===== src/rtl/cpu_multicycle_if.sv =====
// Instruction/data memory handshake bundle for cpu_multicycle.
// master = core side, slave = memory side; req is held until ack.
interface cpu_multicycle_if #(
    parameter int DATA_W = 8,
    parameter int PC_W   = 8
) ();
    logic              imem_req;
    logic [PC_W-1:0]   imem_addr;
    logic [7:0]        imem_data;
    logic              imem_ack;
    logic              dmem_req;
    logic              dmem_we;
    logic [DATA_W-1:0] dmem_addr;
    logic [DATA_W-1:0] dmem_wdata;
    logic [DATA_W-1:0] dmem_rdata;
    logic              dmem_ack;

    modport master (
        output imem_req, imem_addr, dmem_req, dmem_we, dmem_addr, dmem_wdata,
        input  imem_data, imem_ack, dmem_rdata, dmem_ack
    );

    modport slave (
        input  imem_req, imem_addr, dmem_req, dmem_we, dmem_addr, dmem_wdata,
        output imem_data, imem_ack, dmem_rdata, dmem_ack
    );
endinterface


===== src/rtl/cpu_multicycle.sv =====
// Multi-cycle core for the 8-bit ADD/LW/SW/BEQ ISA: FETCH/EXEC/MEM/WB with req/ack memories.
// Optional macro WB_SEG_EN: seven-segment decode of the last register write-back value.
module cpu_multicycle #(
    parameter int              DATA_W   = 8,
    parameter int              PC_W     = 8,
    parameter logic [PC_W-1:0] RESET_PC = '0
) (
    input  logic                clock,
    input  logic                clear,
    input  logic                run,
    cpu_multicycle_if.master    bus,
    output logic [PC_W-1:0]     pc_out,
    output logic                retire,
    output logic                wb_en,
    output logic [1:0]          wb_reg,
    output logic [DATA_W-1:0]   wb_data,
    output logic [6:0]          first_segment,
    output logic [6:0]          second_segment
);
    typedef enum logic [2:0] {S_IDLE, S_FETCH, S_EXEC, S_MEM, S_WB} state_t;
    typedef enum logic [1:0] {OP_ADD, OP_LW, OP_SW, OP_BEQ} op_t;

    localparam logic [PC_W-1:0] PC_ONE = PC_W'(1);

    state_t            state, state_nx;
    op_t               op;
    logic [PC_W-1:0]   pc;
    logic [7:0]        ir;
    logic [DATA_W-1:0] regs [4];
    logic [DATA_W-1:0] result;
    logic [DATA_W-1:0] rs1_val, rs2_val, imm_ext;
    logic [PC_W-1:0]   br_off;
    logic              br_taken;
    logic [DATA_W-1:0] dmem_addr_q, dmem_wdata_q;
    logic              dmem_we_q;

    assign op      = op_t'(ir[7:6]);
    assign rs1_val = regs[ir[5:4]];
    assign rs2_val = regs[ir[3:2]];
    assign imm_ext = {{(DATA_W-2){ir[1]}}, ir[1:0]};
    assign br_off  = {{(PC_W-2){ir[1]}}, ir[1:0]};

    assign bus.imem_addr  = pc;
    assign bus.dmem_addr  = dmem_addr_q;
    assign bus.dmem_wdata = dmem_wdata_q;
    assign bus.dmem_we    = dmem_we_q;
    assign pc_out         = pc;
    assign wb_reg         = (op == OP_LW) ? ir[3:2] : ir[1:0];
    assign wb_data        = result;

    always_ff @(posedge clock) begin
        if (clear) state <= S_IDLE;
        else       state <= state_nx;
    end

    always_comb begin
        state_nx     = state;
        bus.imem_req = 1'b0;
        bus.dmem_req = 1'b0;
        retire       = 1'b0;
        wb_en        = 1'b0;
        case (state)
            S_IDLE:  if (run) state_nx = S_FETCH;
            S_FETCH: begin
                bus.imem_req = 1'b1;
                if (bus.imem_ack) state_nx = S_EXEC;
            end
            S_EXEC:  state_nx = (op == OP_LW || op == OP_SW) ? S_MEM : S_WB;
            S_MEM: begin
                bus.dmem_req = 1'b1;
                if (bus.dmem_ack) state_nx = S_WB;
            end
            S_WB: begin
                retire   = 1'b1;
                wb_en    = (op == OP_ADD || op == OP_LW);
                state_nx = run ? S_FETCH : S_IDLE;
            end
            default: state_nx = S_IDLE;
        endcase
    end

    // Operands are read once in EXEC; the address, store data and branch decision
    // are captured there so they stay stable for the whole MEM/WB phase.
    always_ff @(posedge clock) begin
        if (clear) begin
            pc           <= RESET_PC;
            ir           <= '0;
            result       <= '0;
            br_taken     <= 1'b0;
            dmem_addr_q  <= '0;
            dmem_wdata_q <= '0;
            dmem_we_q    <= 1'b0;
            for (int unsigned i = 0; i < 4; i++) regs[i] <= '0;
        end else begin
            case (state)
                S_FETCH: if (bus.imem_ack) ir <= bus.imem_data;
                S_EXEC: begin
                    dmem_addr_q  <= rs1_val + imm_ext;
                    dmem_wdata_q <= rs2_val;
                    dmem_we_q    <= (op == OP_SW);
                    br_taken     <= (op == OP_BEQ) && (rs1_val == rs2_val);
                    if (op == OP_ADD) result <= rs1_val + rs2_val;
                end
                S_MEM: if (bus.dmem_ack && !dmem_we_q) result <= bus.dmem_rdata;
                S_WB: begin
                    pc <= pc + PC_ONE + (br_taken ? br_off : '0);
                    if (wb_en) regs[wb_reg] <= result;
                end
                default: ;
            endcase
        end
    end

`ifdef WB_SEG_EN
    logic [7:0] seg_byte;

    function automatic logic [6:0] hex7(input logic [3:0] d);
        case (d)
            4'h0: hex7 = 7'h3F;  4'h1: hex7 = 7'h06;  4'h2: hex7 = 7'h5B;  4'h3: hex7 = 7'h4F;
            4'h4: hex7 = 7'h66;  4'h5: hex7 = 7'h6D;  4'h6: hex7 = 7'h7D;  4'h7: hex7 = 7'h07;
            4'h8: hex7 = 7'h7F;  4'h9: hex7 = 7'h6F;  4'hA: hex7 = 7'h77;  4'hB: hex7 = 7'h7C;
            4'hC: hex7 = 7'h39;  4'hD: hex7 = 7'h5E;  4'hE: hex7 = 7'h79;  default: hex7 = 7'h71;
        endcase
    endfunction

    always_ff @(posedge clock) begin
        if (clear)      seg_byte <= '0;
        else if (wb_en) seg_byte <= 8'(result);
    end

    assign first_segment  = hex7(seg_byte[7:4]);
    assign second_segment = hex7(seg_byte[3:0]);
`else
    assign first_segment  = 7'h00;
    assign second_segment = 7'h00;
`endif
endmodule

===== src/flat_wrapper.sv =====
// flat-port wrapper written by rule: the top's interface ports become plain ports
module cpu_multicycle_flat 
#(
    parameter int              DATA_W   = 8,
    parameter int              PC_W     = 8,
    parameter logic [PC_W-1:0] RESET_PC = '0
)
  (clock, clear, run, pc_out, retire, wb_en, wb_reg, wb_data, first_segment, second_segment, bus_imem_req, bus_imem_addr, bus_dmem_req, bus_dmem_we, bus_dmem_addr, bus_dmem_wdata, bus_imem_data, bus_imem_ack, bus_dmem_rdata, bus_dmem_ack);
  cpu_multicycle_if #(.DATA_W(DATA_W), .PC_W(PC_W)) bus_i ();
  input  logic clock;
  input  logic clear;
  input  logic run;
  output logic [PC_W-1:0] pc_out;
  output logic retire;
  output logic wb_en;
  output logic [1:0] wb_reg;
  output logic [DATA_W-1:0] wb_data;
  output logic [6:0] first_segment;
  output logic [6:0] second_segment;
  output wire logic [$bits(bus_i.imem_req)-1:0] bus_imem_req;
  output wire logic [$bits(bus_i.imem_addr)-1:0] bus_imem_addr;
  output wire logic [$bits(bus_i.dmem_req)-1:0] bus_dmem_req;
  output wire logic [$bits(bus_i.dmem_we)-1:0] bus_dmem_we;
  output wire logic [$bits(bus_i.dmem_addr)-1:0] bus_dmem_addr;
  output wire logic [$bits(bus_i.dmem_wdata)-1:0] bus_dmem_wdata;
  input wire logic [$bits(bus_i.imem_data)-1:0] bus_imem_data;
  input wire logic [$bits(bus_i.imem_ack)-1:0] bus_imem_ack;
  input wire logic [$bits(bus_i.dmem_rdata)-1:0] bus_dmem_rdata;
  input wire logic [$bits(bus_i.dmem_ack)-1:0] bus_dmem_ack;
  assign bus_imem_req = bus_i.imem_req;
  assign bus_imem_addr = bus_i.imem_addr;
  assign bus_dmem_req = bus_i.dmem_req;
  assign bus_dmem_we = bus_i.dmem_we;
  assign bus_dmem_addr = bus_i.dmem_addr;
  assign bus_dmem_wdata = bus_i.dmem_wdata;
  assign bus_i.imem_data = bus_imem_data;
  assign bus_i.imem_ack = bus_imem_ack;
  assign bus_i.dmem_rdata = bus_dmem_rdata;
  assign bus_i.dmem_ack = bus_dmem_ack;
  cpu_multicycle #(.DATA_W(DATA_W), .PC_W(PC_W), .RESET_PC(RESET_PC)) u_core (.clock(clock), .clear(clear), .run(run), .bus(bus_i), .pc_out(pc_out), .retire(retire), .wb_en(wb_en), .wb_reg(wb_reg), .wb_data(wb_data), .first_segment(first_segment), .second_segment(second_segment));
endmodule

===== config.mk =====
export PLATFORM = sky130hd
export DESIGN_NAME = cpu_multicycle_flat
export DESIGN_NICKNAME = d
export VERILOG_FILES = /design/src/rtl/cpu_multicycle_if.sv /design/src/rtl/cpu_multicycle.sv /design/src/flat_wrapper.sv
export SDC_FILE = /design/constraint.sdc
export NUM_CORES = 1
export LEC_CHECK = 0
export CORE_MARGIN = 4
export CORE_UTILIZATION = 40
export DETAILED_ROUTE_END_ITERATION = 16
export PLACE_DENSITY = 0.71
export SYNTH_ARGS = -nofsm -noshare
export SYNTH_HDL_FRONTEND = slang
export SYNTH_SLANG_ARGS = --single-unit

===== constraint.sdc =====
create_clock -name clock -period 2.5 [get_ports clock]
set_input_delay 0.5 -clock clock [delete_from_list [all_inputs] [get_ports clock]]
set_output_delay 0.5 -clock clock [all_outputs]
set_load 0.03 [all_outputs]

==> PnR_summary.wiki, run 1 <==
{| class="wikitable"
! Metric !! Value
|-
| Die Ht || 116.1 µm
|-
| Detailed-route vias per instance || 5.243
|-
| GRT Resource Usage Total || 0.1722
|-
| Kind of cell adding the most delay to the critical path || compound AO/OA/AOI/OAI gates
|-
| Part of the power in registers || 0.375
|-
| Max-cap violations || 0
|-
| Number of vias after detailed routing || 3618
|-
| CTS buffer count || 9
|-
| Final count of negative-setup-slack endpoints || 0
|-
| Capturing point of the worst reg2reg path || u_core.wb_data[5]
|-
| Post-synthesis async set-or-reset flop share || 0
|-
| Via count of the first global-routing pass || 3599
|-
| Top achievable clock speed || 415.1 MHz
|-
| Levels on crit path || 8
|-
| Post-Route Hold Slack || 0.4556 ns
|-
| DP Worst Slack || -0.1028 ns
|-
| Buffers plus inverters on the worst setup path || 0
|-
| Share of layout cells above drive strength 1 || 0.1444
|-
| Post-synth EDFFs || 32
|-
| # diodes || 0
|-
| Worst-skew pair later-pin latency || 0.35 ns
|-
| Die boundary width || 116.1 µm
|-
| Top-level I/O count || 82
|-
| CP Capture Type || flop
|-
| Fillcell total || 1038
|-
| Slew at the pin closest to its max-slew limit || 0.5350 ns
|-
| Power per standard cell area || 767.8 mW/mm²
|-
| Flip-flop and latch count after synthesis || 81
|-
| Initial Util || 0.4095
|-
| P&R area growth vs syn || 24.67%
|-
| Period Utilization, post-route || 0.9636
|-
| Number of nets with antenna violations after detailed routing || 0
|-
| Sequential area share after synthesis || 0.4153
|-
| Type of origin of the critical path || flop
|-
| Maximum vdd drop || 356.8 µV
|-
| Syn Area/Cell || 9.970 µm²
|-
| Final Critical Period || 2.409 ns
|-
| Routed wire per std cell || 16.35 µm
|-
| Antenna violations before repair || 0
|-
| Pin count of the biggest net entering global routing || 48
|-
| Portion of total power attributed to combinational logic || 0.348
|-
| Final count of pins violating max slew || 0
|-
| Final setup skew || 0.006167 ns
|-
| Total DRC errors in the routed layout || 0
|-
| Most used flip-flop cell after synthesis || sky130_fd_sc_hd__dfxtp_1
|-
| Endpoint of the most critical setup path || u_core.wb_data[5]
|-
| Post-Route Utilization || 0.5105
|-
| Net count, final || 591
|-
| Longest Clk Path Bufs || 2
|-
| Post-layout total power || 4.476 mW
|-
| Cell area after synthesis || 0.004676 mm²
|-
| Outcome || complete, no violations
|-
| Congestion Overflow GR || 0
|-
| Cell chain of the critical path || mux4_2 -> ha_1 -> a211oi_2 -> o21bai_1 -> a21oi_1 -> xnor2_1 -> nand2_1 -> a31oi_1
|-
| Die ar. || 0.01348 mm²
|-
| Cell depth of the worst flop-to-flop path || 8
|-
| CTS tree || built
|-
| First-pass GRT wire length || 17880 µm
|-
| Drt pass-1 iters || 4
|-
| Count of yosys warnings during synthesis || 0
|-
| Number of hold buffers added after cts || 0
|-
| Std-Cell Core Area || 0.01142 mm²
|-
| Number of violations reported at the end of detailed-routing iteration 0 || 290
|-
| PortBufs || 67
|-
| Internal power component || 2.863 mW
|-
| Critical Path AT || 2.68 ns
|-
| Hpwl dp || 8713 µm
|-
| Relative slew slack || 0.6434
|-
| Class of the tightest hold or removal check || flop to flop
|-
| Least setup slack across all paths after layout || 0.09100 ns
|-
| TritonCTS Sinks || 81
|-
| Setup repair after global routing missed its margin || true
|-
| Count of endpoints failing hold in the final timing report || 0
|-
| Maximum fanout count along the critical path || 5
|-
| Routability cong. || 0.8129
|-
| Worst setup path category || flop to flop
|-
| Clock share of power || 0.277
|-
| Number of cells produced by synthesis || 469
|-
| CP max-delay cell || sky130_fd_sc_hd__mux4_2
|-
| Clock-pin slew on the worst setup and hold paths || 0.06 ns
|-
| Slack of the worst reg-to-reg path || 0.09 ns
|-
| Static Leakage || 2.250 nW
|-
| Slowest stage delay, CP || 0.56 ns
|-
| Reported net switching power || 1.613 mW
|-
| Clock Root Buffer || sky130_fd_sc_hd__clkbuf_16
|-
| Site row count || 39
|-
| Required time reported for the critical path endpoint || 2.77 ns
|-
| Count of distinct cell types in the synthesized netlist || 58
|-
| Total detailed-routing wirelength || 11280 µm
|-
| Number of H-tree levels || 3
|-
| Sw Share || 0.3603
|}
==> routing by layer <==
layer | share of wire | vias up | track usage
met5 | 0 | - | 0
met4 | 0.031 | 0 | 0.08275
met3 | 0.062 | 23 | 0.04197
met2 | 0.47 | 109 | 0.2746
met1 | 0.44 | 1714 | 0.2205
li1 | - | 1772 | -
==> cells in the final DEF, fill, tap and decap left out, types with 6 or more instances in the layout <==
cell,count
sky130_fd_sc_hd__clkdlybuf4s50_1,63
sky130_fd_sc_hd__xnor2_1,7
sky130_fd_sc_hd__edfxtp_1,32
sky130_fd_sc_hd__nand2_1,51
sky130_fd_sc_hd__nand2b_1,7
sky130_fd_sc_hd__inv_1,17
sky130_fd_sc_hd__o21ai_1,10
sky130_fd_sc_hd__dfxtp_1,44
sky130_fd_sc_hd__a211oi_1,7
sky130_fd_sc_hd__conb_1,14
sky130_fd_sc_hd__nor3_1,7
sky130_fd_sc_hd__a31oi_1,6
sky130_fd_sc_hd__mux2i_1,9
sky130_fd_sc_hd__a21oi_1,34
sky130_fd_sc_hd__and2_1,34
sky130_fd_sc_hd__o21ai_0,12
sky130_fd_sc_hd__nand3_1,11
sky130_fd_sc_hd__nor2_1,36
sky130_fd_sc_hd__ha_1,21
sky130_fd_sc_hd__mux4_2,10
sky130_fd_sc_hd__buf_4,23
sky130_fd_sc_hd__clkbuf_16,9
==> registers in the layout, summed over array words and instances (netlist names), named ones only <==
name	cells
u_core.br_taken	1
u_core.bus.dmem_addr	8
u_core.bus.dmem_wdata	8
u_core.bus.dmem_we	1
u_core.bus.imem_addr	8
u_core.ir	8
u_core.regs	32
u_core.state	3
u_core.wb_data	8
==> kinds of logic (layout without fill, tap and decap cells) <==
| logic type | count (synthesis) | in the layout | share of synthesized area |
|---|---|---|---|
| simple gates | 176 | 176 | 0.1937 |
| other cells | 1 | 14 | 0.0008020 |
| fa+ha+maj | 28 | 28 | 0.07974 |
| buf+inv | 62 | 127 | 0.07894 |
| mux | 26 | 26 | 0.1052 |
| compound gates | 86 | 86 | 0.1078 |
| flops | 81 | 81 | 0.4153 |
| xor+xnor | 9 | 9 | 0.01847 |
==> worst min-delay path: cells and delay by family (launching register included) <==
| family | cells | cell delay (ns) |
|---|---|---|
| compound gates | 1 | 0.05 |
| simple gates | 1 | 0.05 |
| flops | 1 | 0.31 |
==> per-stage QoR <==
| step | std cells | setup TNS, ns | cell area (µm²) |
|---|---|---|---|
| floorplan | 482 | 0 | 4725 |
| finish | 690 | 0 | 5829 |
| global route | 690 | -0.01644 | 5829 |
| CTS | 690 | 0 | 5747 |
| global placement | 674 | -0.02563 | 5473 |
| detailed placement | 674 | -0.2154 | 5473 |
==> cell type report <==
cell class / instances / area [µm²] / area share
clock inverters: 7 / 52.55 / 0.009015
inverters: 20 / 75.07 / 0.01288
clock buffers: 9 / 225.2 / 0.03863
well taps: 143 / 178.9 / 0.03069
flip-flops and latches: 81 / 1953 / 0.3350
multi-input cells: 339 / 2479 / 0.4252
repair buffers: 91 / 865.8 / 0.1485
==> Yosys cell counts, types with 2 or more instances <==
| library cell | count | area, µm² |
|---|---|---|
| sky130_fd_sc_hd__a211oi_1 | 8 | 60.06 |
| sky130_fd_sc_hd__a21oi_1 | 36 | 180.2 |
| sky130_fd_sc_hd__a31oi_1 | 6 | 37.54 |
| sky130_fd_sc_hd__and2_1 | 34 | 212.7 |
| sky130_fd_sc_hd__buf_2 | 6 | 30.03 |
| sky130_fd_sc_hd__buf_4 | 26 | 195.2 |
| sky130_fd_sc_hd__clkbuf_1 | 6 | 22.52 |
| sky130_fd_sc_hd__clkbuf_8 | 2 | 27.53 |
| sky130_fd_sc_hd__dfxtp_1 | 49 | 980.9 |
| sky130_fd_sc_hd__edfxtp_1 | 32 | 960.9 |
| sky130_fd_sc_hd__fa_1 | 3 | 60.06 |
| sky130_fd_sc_hd__ha_1 | 25 | 312.8 |
| sky130_fd_sc_hd__inv_1 | 17 | 63.81 |
| sky130_fd_sc_hd__inv_2 | 3 | 11.26 |
| sky130_fd_sc_hd__mux2i_1 | 9 | 90.09 |
| sky130_fd_sc_hd__mux4_1 | 7 | 183.9 |
| sky130_fd_sc_hd__mux4_2 | 8 | 180.2 |
| sky130_fd_sc_hd__nand2_1 | 51 | 191.4 |
| sky130_fd_sc_hd__nand2b_1 | 7 | 43.79 |
| sky130_fd_sc_hd__nand3_1 | 11 | 55.05 |
| sky130_fd_sc_hd__nand3b_1 | 2 | 15.01 |
| sky130_fd_sc_hd__nor2_1 | 36 | 135.1 |
| sky130_fd_sc_hd__nor2b_1 | 6 | 37.54 |
| sky130_fd_sc_hd__nor3_1 | 7 | 35.03 |
| sky130_fd_sc_hd__nor3b_2 | 2 | 25.02 |
| sky130_fd_sc_hd__nor4_1 | 2 | 12.51 |
| sky130_fd_sc_hd__nor4b_1 | 5 | 43.79 |
| sky130_fd_sc_hd__o21ai_0 | 15 | 75.07 |
| sky130_fd_sc_hd__o21ai_1 | 7 | 35.03 |
| sky130_fd_sc_hd__o21bai_1 | 2 | 15.01 |
| sky130_fd_sc_hd__or2_1 | 3 | 18.77 |
| sky130_fd_sc_hd__or3_1 | 3 | 18.77 |
| sky130_fd_sc_hd__or4_1 | 2 | 15.01 |
| sky130_fd_sc_hd__xnor2_1 | 7 | 61.31 |
==> how the worst min path moves through the flow <==
stage / from / to / cells past startpoint
floorplan: u_core.br_taken / u_core.br_taken / 2
global placement: u_core.bus.dmem_addr[5] / u_core.bus.dmem_addr[5] / 2
detailed placement: u_core.bus.dmem_addr[2] / u_core.bus.dmem_addr[2] / 2
CTS: u_core.bus.dmem_addr[2] / u_core.bus.dmem_addr[2] / 2
global route: u_core.bus.dmem_wdata[7] / u_core.bus.dmem_wdata[7] / 2
finish: u_core.bus.dmem_wdata[7] / u_core.bus.dmem_wdata[7] / 2
==> power groups by stage <==
| stage | Combinational [mW] | Clock (mW) | Sequential, mW |
|---|---|---|---|
| finish | 1.56 | 1.24 | 1.68 |
| global route | 1.70 | 1.32 | 1.70 |
| CTS | 1.50 | 1.27 | 1.67 |
| detailed placement | 1.49 | 0 | 1.70 |
| global placement | 1.46 | 0 | 1.69 |
| floorplan | 0.949 | 0 | 1.75 |
==> what timing repair did <==
item | 4_1_cts | 5_1_grt
pin swaps | 0 | 2
gates resized for setup | 6 | 21
setup buffers | 0 | 0
endpoints found under the setup margin | 9 | 12
No activity file was read; power rests on OpenSTA's default activity.
==> inputs of run 2 (changes only) <==
--- a/config.mk
+++ b/config.mk
@@ -8,7 +8,9 @@
 export CORE_MARGIN = 4
 export CORE_UTILIZATION = 40
 export DETAILED_ROUTE_END_ITERATION = 16
+export HOLD_SLACK_MARGIN = 0.08
 export PLACE_DENSITY = 0.71
+export SKIP_LAST_GASP = 1
 export SYNTH_ARGS = -nofsm -noshare
 export SYNTH_HDL_FRONTEND = slang
 export SYNTH_SLANG_ARGS = --single-unit
==> PnR_summary.wiki, run 2 (same netlist as run 1, synthesis figures left out) <==
{| class="wikitable"
! Metric !! Value
|-
| Top-level I/O count || 82 (unchanged)
|-
| Area post-placement || 0.005473 mm² (unchanged)
|-
| Worst hold stages || 2 (unchanged)
|-
| Static Leakage || 2.245 nW (-0.20%)
|-
| Std-Cell Core Area || 0.01142 mm² (unchanged)
|-
| Area of combinational cells with multiple inputs || 0.002462 mm² (-0.66%)
|-
| Via count of the first global-routing pass || 3599 (unchanged)
|-
| Final setup skew || 0.006849 ns (+0.0006817 ns)
|-
| Type of origin of the critical path || flop
|-
| Drt pass-1 iters || 6 (+2)
|-
| P&R area growth vs syn || 24.32%
|-
| Routed length on met2 || 5229 µm (-1.3%)
|-
| Relative slew slack || 0.6420 (-0.001337)
|-
| Count of endpoints failing hold in the final timing report || 0 (unchanged)
|-
| Slew at the pin closest to its max-slew limit || 0.5370 ns (+0.002004 ns)
|-
| Die boundary width || 116.1 µm (unchanged)
|-
| Setup repair after global routing missed its margin || true
|-
| Detailed-route vias per instance || 5.251 (+0.14%)
|-
| Number of violations reported at the end of detailed-routing iteration 0 || 348 (+20%)
|-
| Cell depth of the worst flop-to-flop path || 9 (+1)
|-
| CTS tree || built
|-
| Die ar. || 0.01348 mm² (unchanged)
|-
| Cell chain of the critical path || buf_4 -> mux4_2 -> ha_1 -> a21oi_2 -> nand2_1 -> o21ai_1 -> xnor2_1 -> a31oi_1 -> nor2_1
|-
| Number of nets with antenna violations after detailed routing || 0 (unchanged)
|-
| Post-layout total power || 4.474 mW (about the same)
|-
| Pin count of the biggest net entering global routing || 48 (unchanged)
|-
| Critical Path AT || 2.65 ns (-0.03 ns)
|-
| Flip-flop count of the largest register after layout || 32 (unchanged)
|-
| Post-route met1 wirelength || 5013 µm (+1.7%)
|-
| Net count, final || 591 (unchanged)
|-
| Total DRC errors in the routed layout || 0 (unchanged)
|-
| Die Ht || 116.1 µm (unchanged)
|-
| Max-cap violations || 0 (unchanged)
|-
| Fillcell total || 1042 (+0.39%)
|-
| Met3 layer wire length in the routed design || 677 µm (-4.0%)
|-
| Total detailed-routing wirelength || 11270 µm (about the same)
|-
| # diodes || 0 (unchanged)
|-
| Largest Register || u_core.regs
|-
| Post-route cell area || 0.005813 mm² (-0.28%)
|-
| Clock-pin slew on the worst setup and hold paths || 0.06 ns (about the same)
|-
| Number of H-tree levels || 3 (unchanged)
|-
| Top metal layer carrying routed signals || met4
|-
| Site row count || 39 (unchanged)
|-
| Worst-skew pair later-pin latency || 0.35 ns (about the same)
|-
| Most used cells in the layout excluding fill and tap cells || sky130_fd_sc_hd__clkdlybuf4s50_1 (63), sky130_fd_sc_hd__nand2_1 (51), sky130_fd_sc_hd__dfxtp_1 (44)
|-
| Routed wire per std cell || 16.34 µm (about the same)
|-
| Initial Util || 0.4095 (unchanged)
|-
| Final Critical Period || 2.413 ns (+0.004132 ns)
|-
| First-pass GRT wire length || 17880 µm (unchanged)
|-
| CP max-delay cell || sky130_fd_sc_hd__mux4_2
|-
| Clock Root Buffer || sky130_fd_sc_hd__clkbuf_16
|-
| Power per standard cell area || 769.6 mW/mm² (+0.24%)
|-
| Number of vias after detailed routing || 3623 (+0.14%)
|-
| Antenna violations before repair || 0 (unchanged)
|-
| CP Capture Type || flop
|-
| GRT Resource Usage Total || 0.1722 (unchanged)
|-
| Most common library cell in the layout ignoring fill and taps || sky130_fd_sc_hd__clkdlybuf4s50_1
|-
| Hpwl dp || 8713 µm (unchanged)
|-
| Sum Neg Setup Slack || 0 ns (unchanged)
|-
| Routability cong. || 0.8129 (unchanged)
|-
| Final count of pins violating max slew || 0 (unchanged)
|-
| Maximum fanout count along the critical path || 5 (unchanged)
|-
| Post-Route Hold Slack || 0.4557 ns (+0.00007600 ns)
|-
| Register area || 0.001953 mm² (unchanged)
|-
| Post-Route Utilization || 0.5091 (-0.001424)
|-
| Top achievable clock speed || 414.4 MHz (-0.17%)
|-
| TritonCTS Sinks || 81 (unchanged)
|-
| Period Utilization, post-route || 0.9653 (+0.001653)
|-
| Required time reported for the critical path endpoint || 2.73 ns (-0.04 ns)
|-
| Longest Clk Path Bufs || 2 (unchanged)
|-
| Class of the tightest hold or removal check || flop to flop
|-
| Congestion Overflow GR || 0 (unchanged)
|-
| Outcome || complete, no violations
|-
| Final count of negative-setup-slack endpoints || 0 (unchanged)
|-
| CTS buffer count || 9 (unchanged)
|-
| Share of layout cells above drive strength 1 || 0.1426 (-0.001828)
|-
| Maximum vdd drop || 356.1 µV (-0.22%)
|-
| Worst setup path category || flop to flop
|-
| PortBufs || 67 (unchanged)
|-
| Slowest stage delay, CP || 0.54 ns (-0.02 ns)
|}
==> run 2: cell counts in the layout (fill, tap and decap cells not counted) <==
Identical to the previous run, type by type.
==> run 2: final timing paths <==
check,slack (ns),startpoint,end
setup reg to reg,0.09,flop,u_core.wb_data[7]
hold / removal,0.46,u_core.bus.dmem_wdata[7],u_core.bus.dmem_wdata[7]
hold reg to reg,0.46,u_core.bus.dmem_wdata[7],u_core.bus.dmem_wdata[7]
setup / recovery,0.09,flop,u_core.wb_data[7]
==> run 2: power by group <==
| part | switching [mW] | total, mW | internal, mW |
|---|---|---|---|
| registers | 0.166 | 1.68 | 1.51 |
| logic | 0.887 | 1.55 | 0.664 |
| clock network | 0.562 | 1.24 | 0.681 |
| total | 1.62 | 4.47 | 2.86 |
==> run 2: area by class of cell <==
cell class                      instances  area share
Clock buffer                            9     0.03874
Clock inverter                          7    0.009040
Inverter                               20     0.01291
Multi-Input combinational cell        339      0.4236
Sequential cell                        81      0.3360
Tap cell                              143     0.03078
Timing Repair Buffer                   91      0.1489
==> run 2: metrics by stage <==
step | worst slack, ns | instances
2_1_floorplan | 0.1405 | 482
3_3_place_gp | -0.02563 | 674
3_5_place_dp | -0.1028 | 674
4_1_cts | -0.01063 | 690
5_1_grt | -0.07784 | 690
6_report | 0.08687 | 690
==> run 2: critical path, delay by kind of cell, from the launching register on <==
family | cells | cell delay (ns)
AO/OA/AOI/OAI | 3 | 0.56
XOR/XNOR | 1 | 0.09
adder cells (fa/ha/maj) | 1 | 0.39
buffers and inverters | 1 | 0.17
flip-flops | 1 | 0.39
multiplexers | 1 | 0.54
AND/OR/NAND/NOR | 2 | 0.15
==> run 2: per-layer routing <==
metal	vias to the layer above	global-route usage
met4	0	0.08275
li1	1772	-
met3	28	0.04197
met2	113	0.2746
met1	1710	0.2205
met5	-	0
==> run 2: repair_timing <==
| action | CTS | global route |
|---|---|---|
| hold buffers | 0 | 0 |
| resized for setup | 5 | 21 |
| setup endpoints to repair | 9 | 12 |
| pin swaps | 0 | 3 |
| setup buffers | 0 | 0 |
==> inputs of run 3 (changes only) <==
--- a/config.mk
+++ b/config.mk
@@ -8,8 +8,10 @@
 export CORE_MARGIN = 4
 export CORE_UTILIZATION = 40
 export DETAILED_ROUTE_END_ITERATION = 16
+export GPL_ROUTABILITY_DRIVEN = 0
 export HOLD_SLACK_MARGIN = 0.08
 export PLACE_DENSITY = 0.71
+export SKIP_CTS_REPAIR_TIMING = 1
 export SKIP_LAST_GASP = 1
 export SYNTH_ARGS = -nofsm -noshare
 export SYNTH_HDL_FRONTEND = slang
==> PnR_summary.wiki, run 3 (same netlist as run 1, synthesis figures left out) <==
{| class="wikitable"
! Metric !! Value
|-
| Routed wire per std cell || 16.32 µm (-0.12%)
|-
| Max-cap violations || 0 (unchanged)
|-
| Number of H-tree levels || 3 (unchanged)
|-
| Worst hold stages || 2 (unchanged)
|-
| Drt pass-1 iters || 5 (-1)
|-
| Share of layout cells above drive strength 1 || 0.1382 (-0.004414)
|-
| PortBufs || 67 (unchanged)
|-
| Initial Util || 0.4095 (unchanged)
|-
| Area of combinational cells with multiple inputs || 0.002446 mm² (-0.66%)
|-
| Type of origin of the critical path || flop
|-
| Relative slew slack || 0.6574 (+0.01541)
|-
| Met2 Resource Use GR || 0.2773 (+0.002685)
|-
| Hpwl dp || 8551 µm (-1.9%)
|-
| Post-Route Utilization || 0.5111 (+0.001972)
|-
| Std-Cell Core Area || 0.01142 mm² (unchanged)
|-
| Longest Clk Path Bufs || 2 (unchanged)
|-
| Antenna violations before repair || 0 (unchanged)
|-
| Period Utilization, post-route || 0.9757 (+0.01048)
|-
| Number of violations reported at the end of detailed-routing iteration 0 || 260 (-25%)
|-
| Cell depth of the worst flop-to-flop path || 12 (+3)
|-
| CTS tree || built
|-
| Worst setup path category || flop to flop
|-
| Maximum fanout count along the critical path || 6 (+1)
|-
| Gr busiest metal || met2
|-
| Detailed-route vias per instance || 5.307 (+1.1%)
|-
| Site row count || 39 (unchanged)
|-
| Top achievable clock speed || 409.9 MHz (-1.1%)
|-
| Class of the tightest hold or removal check || flop to flop
|-
| Via count of the first global-routing pass || 3609 (+0.28%)
|-
| Top-level I/O count || 82 (unchanged)
|-
| Outcome || complete, no violations
|-
| Sum Neg Setup Slack || 0 ns (unchanged)
|-
| Critical Path AT || 2.66 ns (about the same)
|-
| GRT Resource Usage Total || 0.1726 (+0.0004683)
|-
| Total DRC errors in the routed layout || 0 (unchanged)
|-
| Final setup skew || 0.01235 ns (+0.005506 ns)
|-
| Global-route met3 utilization || 0.03990 (-0.002073)
|-
| TritonCTS Sinks || 81 (unchanged)
|-
| Fillcell total || 1012 (-2.9%)
|-
| HP Start || u_core.bus.dmem_addr[5]
|-
| Hold Path Sink || u_core.bus.dmem_addr[5]
|-
| Static Leakage || 2.320 nW (+3.3%)
|-
| Final Critical Period || 2.439 ns (+0.02621 ns)
|-
| P&R area growth vs syn || 24.81%
|-
| Number of vias after detailed routing || 3678 (+1.5%)
|-
| Die ar. || 0.01348 mm² (unchanged)
|-
| First-pass GRT wire length || 18080 µm (+1.1%)
|-
| Clock-pin slew on the worst setup and hold paths || 0.07 ns (about the same)
|-
| CP Capture Type || flop
|-
| Largest Register || u_core.regs
|-
| Power per standard cell area || 774.7 mW/mm² (+0.66%)
|-
| Post-Route Hold Slack || 0.4531 ns (-0.002556 ns)
|-
| Register area || 0.001947 mm² (-0.32%)
|-
| Congestion Overflow GR || 0 (unchanged)
|-
| Count of endpoints failing hold in the final timing report || 0 (unchanged)
|-
| Flip-flop count of the largest register after layout || 32 (unchanged)
|-
| Maximum vdd drop || 504.9 µV (+42%)
|-
| Die boundary width || 116.1 µm (unchanged)
|-
| Pin count of the biggest net entering global routing || 48 (unchanged)
|-
| Required time reported for the critical path endpoint || 2.73 ns (about the same)
|-
| Most common library cell in the layout ignoring fill and taps || sky130_fd_sc_hd__clkdlybuf4s50_1
|-
| Capturing point of the worst reg2reg path || u_core.wb_data[6]
|-
| Slack of the worst reg-to-reg path || 0.06 ns (-0.03 ns)
|-
| Clock Root Buffer || sky130_fd_sc_hd__clkbuf_16
|-
| Number of nets with antenna violations after detailed routing || 0 (unchanged)
|-
| Slew at the pin closest to its max-slew limit || 0.5139 ns (-0.02311 ns)
|-
| Die Ht || 116.1 µm (unchanged)
|-
| # diodes || 0 (unchanged)
|-
| Final count of negative-setup-slack endpoints || 0 (unchanged)
|-
| Worst-skew pair later-pin latency || 0.35 ns (about the same)
|-
| Most used cells in the layout excluding fill and tap cells || sky130_fd_sc_hd__clkdlybuf4s50_1 (62), sky130_fd_sc_hd__nand2_1 (51), sky130_fd_sc_hd__dfxtp_1 (45)
|-
| Global routing met1 resource utilization || 0.2303 (+0.009817)
|-
| Net count, final || 594 (+0.51%)
|-
| Setup repair after global routing missed its margin || true
|-
| Final count of pins violating max slew || 0 (unchanged)
|-
| Total detailed-routing wirelength || 11310 µm (+0.31%)
|-
| CTS buffer count || 9 (unchanged)
|}
==> run 3: worst max path at each step <==
stage	end	slack, ns	cells past startpoint	start
after floorplan	u_core.bus.dmem_addr[6]	0.14	11	flop
after global placement	u_core.wb_data[7]	0.007	8	flop
after detailed placement	u_core.wb_data[7]	-0.03	8	flop
after CTS	wb_en	-0.10	5	u_core.ir[6]
after global routing	u_core.wb_data[5]	-0.10	8	flop
final	u_core.wb_data[6]	0.06	12	flop
==> run 3: layer usage <==
| layer | part of all wire | vias up |
|---|---|---|
| met3 | 0.074 | 17 |
| met5 | 0 | - |
| li1 | - | 1781 |
| met2 | 0.48 | 139 |
| met4 | 0.019 | 0 |
| met1 | 0.43 | 1741 |
==> run 3: worst max-delay path, stage by stage (launching register included) <==
cell and delay [ns]:
sky130_fd_sc_hd__dfxtp_2 0.35, sky130_fd_sc_hd__buf_12 0.11, sky130_fd_sc_hd__mux4_2 0.53, sky130_fd_sc_hd__buf_4 0.16, sky130_fd_sc_hd__ha_4 0.16, sky130_fd_sc_hd__inv_2 0.05, sky130_fd_sc_hd__fa_2 0.20, sky130_fd_sc_hd__nor2b_2 0.05
sky130_fd_sc_hd__o21ai_1 0.14, sky130_fd_sc_hd__nand2b_1 0.12, sky130_fd_sc_hd__a21oi_2 0.15, sky130_fd_sc_hd__mux2i_1 0.19, sky130_fd_sc_hd__a31oi_1 0.09
==> run 3: report_power, final <==
group | internal [mW] | switching (mW) | leakage, nW
logic | 0.660 | 0.868 | 1.45
clock network | 0.702 | 0.614 | 0.141
registers | 1.51 | 0.165 | 0.729
==> run 3: area by class of cell <==
type | instances | share of cell area
tap | 143 | 0.03066
sequential | 81 | 0.3336
timing repair buffer | 94 | 0.1539
inverter | 20 | 0.01286
clock inverter | 7 | 0.01115
multi-input combinational | 339 | 0.4192
clock buffer | 9 | 0.03859
==> run 3: per-stage QoR <==
stage	instance area (µm²)	cells	power (mW)	setup WS (ns)
after floorplan	4725	482	2.702	0.1405
after global placement	5473	674	3.139	0.007261
after detailed placement	5473	674	3.174	-0.03270
after CTS	5763	690	4.503	-0.1004
after global routing	5836	693	4.767	-0.1015
final	5836	693	4.521	0.06066
